===== src/rtl/srl_fifo_read_ctrl_pkg.sv =====
// Shared helpers for the shift-register FIFOs that sit between dataflow PEs.
package srl_fifo_read_ctrl_pkg;

   // Default geometry of a start-token FIFO
   localparam int SRL_FIFO_DEF_DEPTH = 3;

   // Total words held: shift-register entries plus the output register
   function automatic int fifo_capacity(input int depth);
      return depth + 1;
   endfunction

   // Smallest width w (at least 1) with 2**w >= n
   function automatic int fifo_addr_width(input int n);
      int w;
      w = 1;
      while ((1 << w) < n) w = w + 1;
      return w;
   endfunction

endpackage


===== src/rtl/srl_fifo_read_ctrl_if.sv =====
// Producer/consumer handshake bundle of a shift-register FIFO.
interface srl_fifo_read_ctrl_if #(
   parameter int DATA_WIDTH = 1
);
   logic                  if_write;
   logic [DATA_WIDTH-1:0] if_din;
   logic                  if_full_n;
   logic                  if_read;
   logic [DATA_WIDTH-1:0] if_dout;
   logic                  if_empty_n;

   // FIFO side
   modport slave (
      input  if_write, if_din, if_read,
      output if_full_n, if_dout, if_empty_n
   );

   // Producer/consumer side
   modport master (
      output if_write, if_din, if_read,
      input  if_full_n, if_dout, if_empty_n
   );
endinterface


===== src/rtl/srl_fifo_storage.sv =====
// Plain shift-register array: new words enter at index 0, oldest sits at the
// highest occupied index. No reset; contents are qualified by the controller.
module srl_fifo_storage #(
   parameter int DATA_WIDTH = 1,
   parameter int ADDR_WIDTH = 2,
   parameter int DEPTH      = 3
) (
   input  logic                  clk,
   input  logic                  we_i,
   input  logic [ADDR_WIDTH-1:0] addr_i,
   input  logic [DATA_WIDTH-1:0] din_i,
   output logic [DATA_WIDTH-1:0] dout_o
);

   logic [DATA_WIDTH-1:0] mem_q [DEPTH];

   // Shift every entry up by one on a write
   always_ff @(posedge clk) begin
      if (we_i) begin
         mem_q[0] <= din_i;
         for (int i = 1; i < DEPTH; i++) begin
            mem_q[i] <= mem_q[i-1];
         end
      end
   end

   // Combinational read of the pre-shift contents
   always_comb begin
      dout_o = '0;
      if (int'(addr_i) < DEPTH) begin
         dout_o = mem_q[addr_i];
      end
   end

endmodule


===== src/rtl/srl_fifo_read_ctrl.sv =====
// Read-side controller for a shift-register FIFO with a registered
// first-word-fall-through output. Capacity is DEPTH+1 words.
module srl_fifo_read_ctrl
   import srl_fifo_read_ctrl_pkg::*;
#(
   parameter int DATA_WIDTH = 1,
   parameter int ADDR_WIDTH = 2,
   parameter int DEPTH      = SRL_FIFO_DEF_DEPTH
) (
   input  logic                  clk,
   input  logic                  reset_n,
   srl_fifo_read_ctrl_if.slave   fifo
);

   // Counter must hold 0..DEPTH
   localparam int CNT_W = fifo_addr_width(fifo_capacity(DEPTH));

   logic [CNT_W-1:0]      srl_cnt_q, srl_cnt_d;
   logic                  out_vld_q, out_vld_d;
   logic [DATA_WIDTH-1:0] dout_q,    dout_d;
   logic                  full_n_q,  full_n_d;

   logic                  push, pop, slot, cnt_zero, bypass, load, srl_we;
   logic [ADDR_WIDTH-1:0] srl_addr;
   logic [DATA_WIDTH-1:0] srl_dout;

   srl_fifo_storage #(
      .DATA_WIDTH (DATA_WIDTH),
      .ADDR_WIDTH (ADDR_WIDTH),
      .DEPTH      (DEPTH)
   ) u_storage (
      .clk    (clk),
      .we_i   (srl_we),
      .addr_i (srl_addr),
      .din_i  (fifo.if_din),
      .dout_o (srl_dout)
   );

   // Handshake decode, storage control and next-state computation
   always_comb begin
      push     = fifo.if_write & full_n_q;
      pop      = fifo.if_read & out_vld_q;
      slot     = ~out_vld_q | pop;
      cnt_zero = (srl_cnt_q == '0);
      // Empty storage and a free output slot: skip the shift register
      bypass   = push & slot & cnt_zero;
      // Oldest stored word refills the output register, read before any shift
      load     = slot & ~cnt_zero;
      srl_we   = push & ~bypass;
      srl_addr = cnt_zero ? '0 : ADDR_WIDTH'(srl_cnt_q - CNT_W'(1));

      srl_cnt_d = srl_cnt_q + CNT_W'(srl_we) - CNT_W'(load);
      out_vld_d = load | bypass | (out_vld_q & ~pop);
      dout_d    = dout_q;
      if (bypass) begin
         dout_d = fifo.if_din;
      end else if (load) begin
         dout_d = srl_dout;
      end
      // Registered full flag derived from the next occupancy
      full_n_d = (int'(srl_cnt_d) < DEPTH);
   end

   // State register; all words dropped on reset
   always_ff @(posedge clk or negedge reset_n) begin
      if (!reset_n) begin
         srl_cnt_q <= '0;
         out_vld_q <= 1'b0;
         dout_q    <= '0;
         full_n_q  <= 1'b1;
      end else begin
         srl_cnt_q <= srl_cnt_d;
         out_vld_q <= out_vld_d;
         dout_q    <= dout_d;
         full_n_q  <= full_n_d;
      end
   end

   assign fifo.if_full_n  = full_n_q;
   assign fifo.if_empty_n = out_vld_q;
   assign fifo.if_dout    = dout_q;

endmodule

===== src/flat_wrapper.sv =====
// flat-port wrapper written by rule: the top's interface ports become plain ports
module srl_fifo_read_ctrl_flat import srl_fifo_read_ctrl_pkg::*;
#(
   parameter int DATA_WIDTH = 1,
   parameter int ADDR_WIDTH = 2,
   parameter int DEPTH      = SRL_FIFO_DEF_DEPTH
)
  (clk, reset_n, fifo_if_write, fifo_if_din, fifo_if_read, fifo_if_full_n, fifo_if_dout, fifo_if_empty_n);
  srl_fifo_read_ctrl_if #(.DATA_WIDTH(DATA_WIDTH)) fifo_i ();
  input  logic clk;
  input  logic reset_n;
  input wire logic [$bits(fifo_i.if_write)-1:0] fifo_if_write;
  input wire logic [$bits(fifo_i.if_din)-1:0] fifo_if_din;
  input wire logic [$bits(fifo_i.if_read)-1:0] fifo_if_read;
  output wire logic [$bits(fifo_i.if_full_n)-1:0] fifo_if_full_n;
  output wire logic [$bits(fifo_i.if_dout)-1:0] fifo_if_dout;
  output wire logic [$bits(fifo_i.if_empty_n)-1:0] fifo_if_empty_n;
  assign fifo_i.if_write = fifo_if_write;
  assign fifo_i.if_din = fifo_if_din;
  assign fifo_i.if_read = fifo_if_read;
  assign fifo_if_full_n = fifo_i.if_full_n;
  assign fifo_if_dout = fifo_i.if_dout;
  assign fifo_if_empty_n = fifo_i.if_empty_n;
  srl_fifo_read_ctrl #(.DATA_WIDTH(DATA_WIDTH), .ADDR_WIDTH(ADDR_WIDTH), .DEPTH(DEPTH)) u_core (.clk(clk), .reset_n(reset_n), .fifo(fifo_i));
endmodule

===== config.mk =====
export PLATFORM = sky130hd
export DESIGN_NAME = srl_fifo_read_ctrl_flat
export DESIGN_NICKNAME = d
export VERILOG_FILES = /design/src/rtl/srl_fifo_read_ctrl_pkg.sv /design/src/rtl/srl_fifo_read_ctrl_if.sv /design/src/rtl/srl_fifo_storage.sv /design/src/rtl/srl_fifo_read_ctrl.sv /design/src/flat_wrapper.sv
export SDC_FILE = /design/constraint.sdc
export NUM_CORES = 1
export LEC_CHECK = 0
export CAP_MARGIN = 20
export CORE_AREA = 3 3 40 42
export CTS_CLUSTER_SIZE = 40
export DETAILED_ROUTE_END_ITERATION = 6
export DIE_AREA = 0 0 43 45
export RECOVER_POWER = 100
export SLEW_MARGIN = 10
export SYNTH_ARGS = -nofsm -noshare
export SYNTH_HDL_FRONTEND = slang
export SYNTH_SLANG_ARGS = --single-unit

===== constraint.sdc =====
create_clock -name clk -period 1.45 [get_ports clk]
set_clock_uncertainty 0.05 [all_clocks]
set_input_delay 0.435 -clock clk [delete_from_list [all_inputs] [get_ports clk]]
set_output_delay 0.435 -clock clk [all_outputs]
set_load 0.01 [all_outputs]

* Word level (Yosys, flattened, before mapping)
Memories as Yosys holds them, arrays and structs flattened.
Index checks and enable logic that the tools add are counted.
** Operators by class
- $lt $le $gt $ge :: 2
- Reduce and logical (&&, ||, !) cells :: 2
- Mux-type cells :: 6
- Add/subtract/negate cells :: 3
- Bitwise logic cells :: 14
** Operators with widths (count)
- 1-bit bitwise AND :: 7
- 1-bit 2-to-1 mux :: 5
- 2-bit < comparator, second input constant :: 2
- 1-bit inverter :: 4
- 1-bit OR :: 3
- 2-bit by 1-bit adder with 2-bit output :: 1
- 2-bit logical NOT :: 1
- 2-bit 2-to-1 mux :: 1
- 2-bit nonzero test :: 1
- 2-bit by 1-bit subtractor with 2-bit output :: 1
- 2-bit by 1-bit subtractor with 2-bit output, second input constant :: 1
** Word-level totals
- Word-level logic and storage cells :: 32
- Memories kept :: 1
- Bits in registers :: 5
- Output and inout port bits :: 3
- Bits of input ports :: 5
- Bits in writable memories :: 3
** Memory list
- u_core.u_storage.mem_q :: depth 3, width 1, read ports 3, clocked after memory_dff 0, wr ports 3, line srl_fifo_storage.sv:15 : logic [DATA_WIDTH-1:0] mem_q [DEPTH];

* Depth between registers and ports, before layout
- Depth in word-level cells :: 9
- Mapped depth :: 8
- Depth with buffers taken out :: 8

* Hierarchy
A second synthesis with hierarchy kept.
** Second synthesis, totals
- Cell total of the unflattened synthesis :: 33
- Area, all modules :: 380.4 um^2
** Modules (own cells, without submodules)
- srl_fifo_read_ctrl :: times used 1, seq. area each 126.4 um^2, area an instance 267.8 um^2, cells an instance 27
- srl_fifo_storage :: times used 1, seq. area each 90.1 um^2, area an instance 112.6 um^2, cells an instance 6

* Worst setup path before layout
No wires, ideal clock.
- Kind :: input -> register
- Start point :: in fifo_if_read
- End point :: reg u_core.full_n_q (netlist: u_core.fifo.if_full_n)
- Stages on the path :: 8
- Path slack :: -253 ps
- Library setup time :: 80 ps
- Required time :: 1320 ps
- Path buffers :: 0
- Arrival time :: 1573 ps
- Cell sequence :: nor2b_1 > nor2_1 > ha_1 > inv_1 > ha_1 > xnor2_1 > xnor2_1 > nand2_1
** On the way
- Cells in the longest elaborated chain, start to end :: 9
- Elaborated cells on any way between the ends :: 10
- Classes of those cells :: 2 x add/sub; 1 x order compare; 7 x bitwise
** RTL lines
- start: declaration :: line flat_wrapper.sv:14 : input wire logic [$bits(fifo_i.if_read)-1:0] fifo_if_read;
- 1-bit bitwise AND (*) :: line srl_fifo_read_ctrl.sv:42 : pop = fifo.if_read & out_vld_q;
- 1-bit OR (*) :: line srl_fifo_read_ctrl.sv:43 : slot = ~out_vld_q | pop;
- 1-bit bitwise AND (2 in series) :: line srl_fifo_read_ctrl.sv:46 : bypass = push & slot & cnt_zero;
- 1-bit inverter :: line srl_fifo_read_ctrl.sv:49 : srl_we = push & ~bypass;
- 1-bit bitwise AND :: line srl_fifo_read_ctrl.sv:49
- 2-bit by 1-bit adder with 2-bit output :: line srl_fifo_read_ctrl.sv:52 : srl_cnt_d = srl_cnt_q + CNT_W'(srl_we) - CNT_W'(load);
- 2-bit by 1-bit subtractor with 2-bit output (*) :: line srl_fifo_read_ctrl.sv:52
- named net u_core.srl_cnt_d[1] :: line srl_fifo_read_ctrl.sv:18 : logic [CNT_W-1:0] srl_cnt_q, srl_cnt_d;
- 2-bit < comparator (*) :: line srl_fifo_read_ctrl.sv:61 : full_n_d = (int'(srl_cnt_d) < DEPTH);
- named net u_core.full_n_d :: line srl_fifo_read_ctrl.sv:21 : logic full_n_q, full_n_d;
- end signal: assignment :: line srl_fifo_read_ctrl.sv:75 : full_n_q <= full_n_d;
- end: declaration :: line srl_fifo_read_ctrl.sv:21
The timed path passes the listed nets; every way through them passes the cells marked *.
A chain may end at the register's enable or synchronous reset.

* Worst setup path after layout
- Start point :: in fifo_if_write
- End point :: reg u_core.full_n_q (netlist: u_core.fifo.if_full_n)
** On the way
- Cells in the longest elaborated chain, start to end :: 8
** RTL lines
- start: declaration :: line flat_wrapper.sv:12 : input wire logic [$bits(fifo_i.if_write)-1:0] fifo_if_write;
- 1-bit bitwise AND (*) :: line srl_fifo_read_ctrl.sv:41 : push = fifo.if_write & full_n_q;
- 1-bit bitwise AND (2 in series) :: line srl_fifo_read_ctrl.sv:46
- 1-bit inverter :: line srl_fifo_read_ctrl.sv:49
- 1-bit bitwise AND (*) :: line srl_fifo_read_ctrl.sv:49
- named net u_core.srl_we :: line srl_fifo_read_ctrl.sv:23 : logic push, pop, slot, cnt_zero, bypass, load, srl_we;
- 2-bit by 1-bit adder with 2-bit output (*) :: line srl_fifo_read_ctrl.sv:52
- 2-bit by 1-bit subtractor with 2-bit output (*) :: line srl_fifo_read_ctrl.sv:52
- named net u_core.srl_cnt_d[1] :: line srl_fifo_read_ctrl.sv:18
- 2-bit < comparator (*) :: line srl_fifo_read_ctrl.sv:61
- named net u_core.full_n_d :: line srl_fifo_read_ctrl.sv:21
Marked as above.

==> metrics.yaml <==
finish:
  nNetsFinal: 63
  final_common_cell: "buf_4"
  final_cell_mix: "15 x buf_4, 4 x nand2_1, 4 x dfrtp_1"
  fin_util: 0.488
  num_antenna_cells: 0
  areaGrowthSynthToFinish_pct: 75.2
  drive_gt1_frac: 0.545
place:
  pre_cts_ws_ns: -0.655
  gp_congestion: 0.678
  hpwl_um: 620
  io_buffers: 7
setup_path:
  timing_worst_setup_path_type: "input pin to flip-flop"
  worstPathArrival_ns: 1.71
  endpoint_kind: "flip-flop"
  rrSetupSlack_ns: -0.12
  required_ns: 1.58
  critPathLaunchType: "input pin"
  r2r_cells: 7
  reg2reg_from: "u_core.srl_cnt_q[1]"
  worstPathMaxFanout: 2
  rr_endpoint: "u_core.fifo.if_full_n"
power:
  power_mw: 1.34
  p_leak_nw: 0.290
  powerDensity_mw_per_mm2: 2140
  peakVddDrop_v: 0.000991
die:
  core_area_sq_mm: 0.00128
  io_pins: 8
  fp.dieArea_sq_mm: 0.00194
  die_x_um: 43
  chipHeight_um: 45
  initial_utilization: 0.278
  row_count: 13
clock_network:
  path_clk_slew_ns: 0.06
  cts-root-buf: "clkbuf_4"
  cts.htree.levels: 1
  cts_buffer_depth: 2
  clock_latency_ns: 0.26
  cts_tree: "built"
  cts.sinks: 8
  numCtsBuffers: 3
drt:
  vias: 315
  m1WireLength_um: 337
  drt_iter0_drc: 3
  highest_layer: "met3"
  drc: 0
  via_per_inst: 4.50
  wl_met3_um: 37
  dr.pass1.iters: 4
  ant_nets: 0
  wirelength_um: 912
  met2WireLength_um: 537
  wl_per_cell_um: 13.0
outcome:
  failed_checks: "setup timing"
  status: "complete, but fails checks"
global_route:
  grt_overflow: 0
  grt_pass1_wl_um: 1410
  grt_pass1_vias: 327
  track_usage: 0.109
  grt_max_degree: 6
  antenna_found_initial: 0
logic_synthesis:
  synthMuxAreaShare: 0.0280
  synthSimpleGateAreaFrac: 0.126
  syn_inst: 29
  synthTopCellsByArea: "dfrtp_1 28%, edfxtp_1 25%, dfstp_2 7.3%"
  ys_seq_area_frac: 0.605
  synth-xor-area-share: 0.0490
  ys_ff_latch: 8
  syn_avg_cell_area_sq_um: 12.3
  synth.distinct_cells: 16
  synth_compound_area_frac: 0.101
  synth_top_family_by_area: "simple AND/OR/NAND/NOR gates"
  yosysTopAreaCell: "dfrtp_1"
  yosysTopAreaCellShare: 0.280
  syn-cell-area_sq_um: 358
  yosys_warnings: 0
  synthesis.nets: 36
  synth_fa_ha_area_frac: 0.0699
sta:
  fmax_ghz: 0.633
  period_minus_slack_ns: 1.58
  relSlewSlack: 0.839
  whs_ns: 0.402
  maxSlewViolCount: 0
  rsz0062_at_grt: "yes"
  fin_ws_ns: -0.130
  setup_viol: 2
  period_share: 1.09
  tightest_slew_ns: 0.240
  hold_viol: 0
job:
  cap_violations: 0
worst_hold_path:
  hp-class: "flip-flop to flip-flop"
  hold_path_end: "u_core.u_storage.mem_q[2]"
  whs_path_depth: 0
  worstHoldStart: "u_core.u_storage.mem_q[1]"
-- metrics by stage --
| stage | cells | setup TNS [ns] | area, sq um |
|---|---|---|---|
| 4_1_cts | 68 | -0.179 | 598 |
| 3_5_place_dp | 60 | -3.24 | 534 |
| 5_1_grt | 70 | -0.337 | 627 |
| 3_3_place_gp | 60 | -2.90 | 534 |
| 6_report | 70 | -0.200 | 627 |
| 2_1_floorplan | 29 | -0.170 | 378 |
-- logic make-up after synthesis --
family,Yosys count
adders and majority gates,2
AOI/OAI and AO/OA,4
buffers and inverters,2
DFF,8
and+or+nand+nor,10
muxes,1
xor gates and xnor gates,2
-- where the power goes --
group          switching [mW]  internal [mW]
sequential             0.0461          0.340
clock                  0.0777          0.105
combinational           0.324          0.451
total                   0.448          0.896
-- synth_stat cells --
cell type and count:
dfrtp_1 4, a22oi_2 1, mux2i_1 1, nor3_1 1
a21o_1 1, dfstp_2 1, nor3b_1 1, edfxtp_1 3
o31ai_1 1, xnor2_1 2, inv_1 2, ha_1 2
nor2_1 3, nor2b_1 1, nand2_1 4, a211o_1 1
-- per-layer routing --
layer | track usage | vias to the layer above
met1 | 0.102 | 158
met5 | 0 | -
met2 | 0.189 | 6
li1 | - | 151
met3 | 0.0518 | 0
met4 | 0.0723 | 0
-- what timing repair did --
item,4_1_cts,5_1_grt
resized for setup,12,2
setup buffers,4,2
hold buffers,0,0
setup endpoints to repair,10,4
pin swaps,3,0
-- flip-flops by register name, summed over array words and instances (netlist names) --
signal	cells
u_core.fifo.if_dout	1
u_core.fifo.if_full_n	1
u_core.u_storage.mem_q	3
u_core.srl_cnt_q	2
u_core.fifo.if_empty_n	1
-- how the worst max path moves through the flow --
stage,from,cells past startpoint,to,slack [ns]
floorplan,fifo_if_read,8,u_core.fifo.if_full_n,-0.11
global placement,fifo_if_read,9,u_core.fifo.if_full_n,-0.61
detailed placement,fifo_if_read,9,u_core.fifo.if_full_n,-0.65
CTS,u_core.fifo.if_empty_n,8,u_core.fifo.if_full_n,-0.12
global route,fifo_if_write,7,u_core.fifo.if_full_n,-0.20
finish,fifo_if_write,7,u_core.fifo.if_full_n,-0.13
-- cell type report --
class	count	area, sq um
Tap cell	15	18.8
Fill cell	124	658
Multi-Input combinational cell	19	183
Clock buffer	4	26.3
Sequential cell	8	216
Inverter	2	7.51
Timing Repair Buffer	22	175
-- critical path: stages --
cell and delay [ns]:
clkdlybuf4s50_1 0.49, nand2_1 0.09, nor2_2 0.14, ha_2 0.21, xnor2_2 0.11, xnor2_1 0.15
nand2_1 0.07
(Power assumes the default switching activity.)
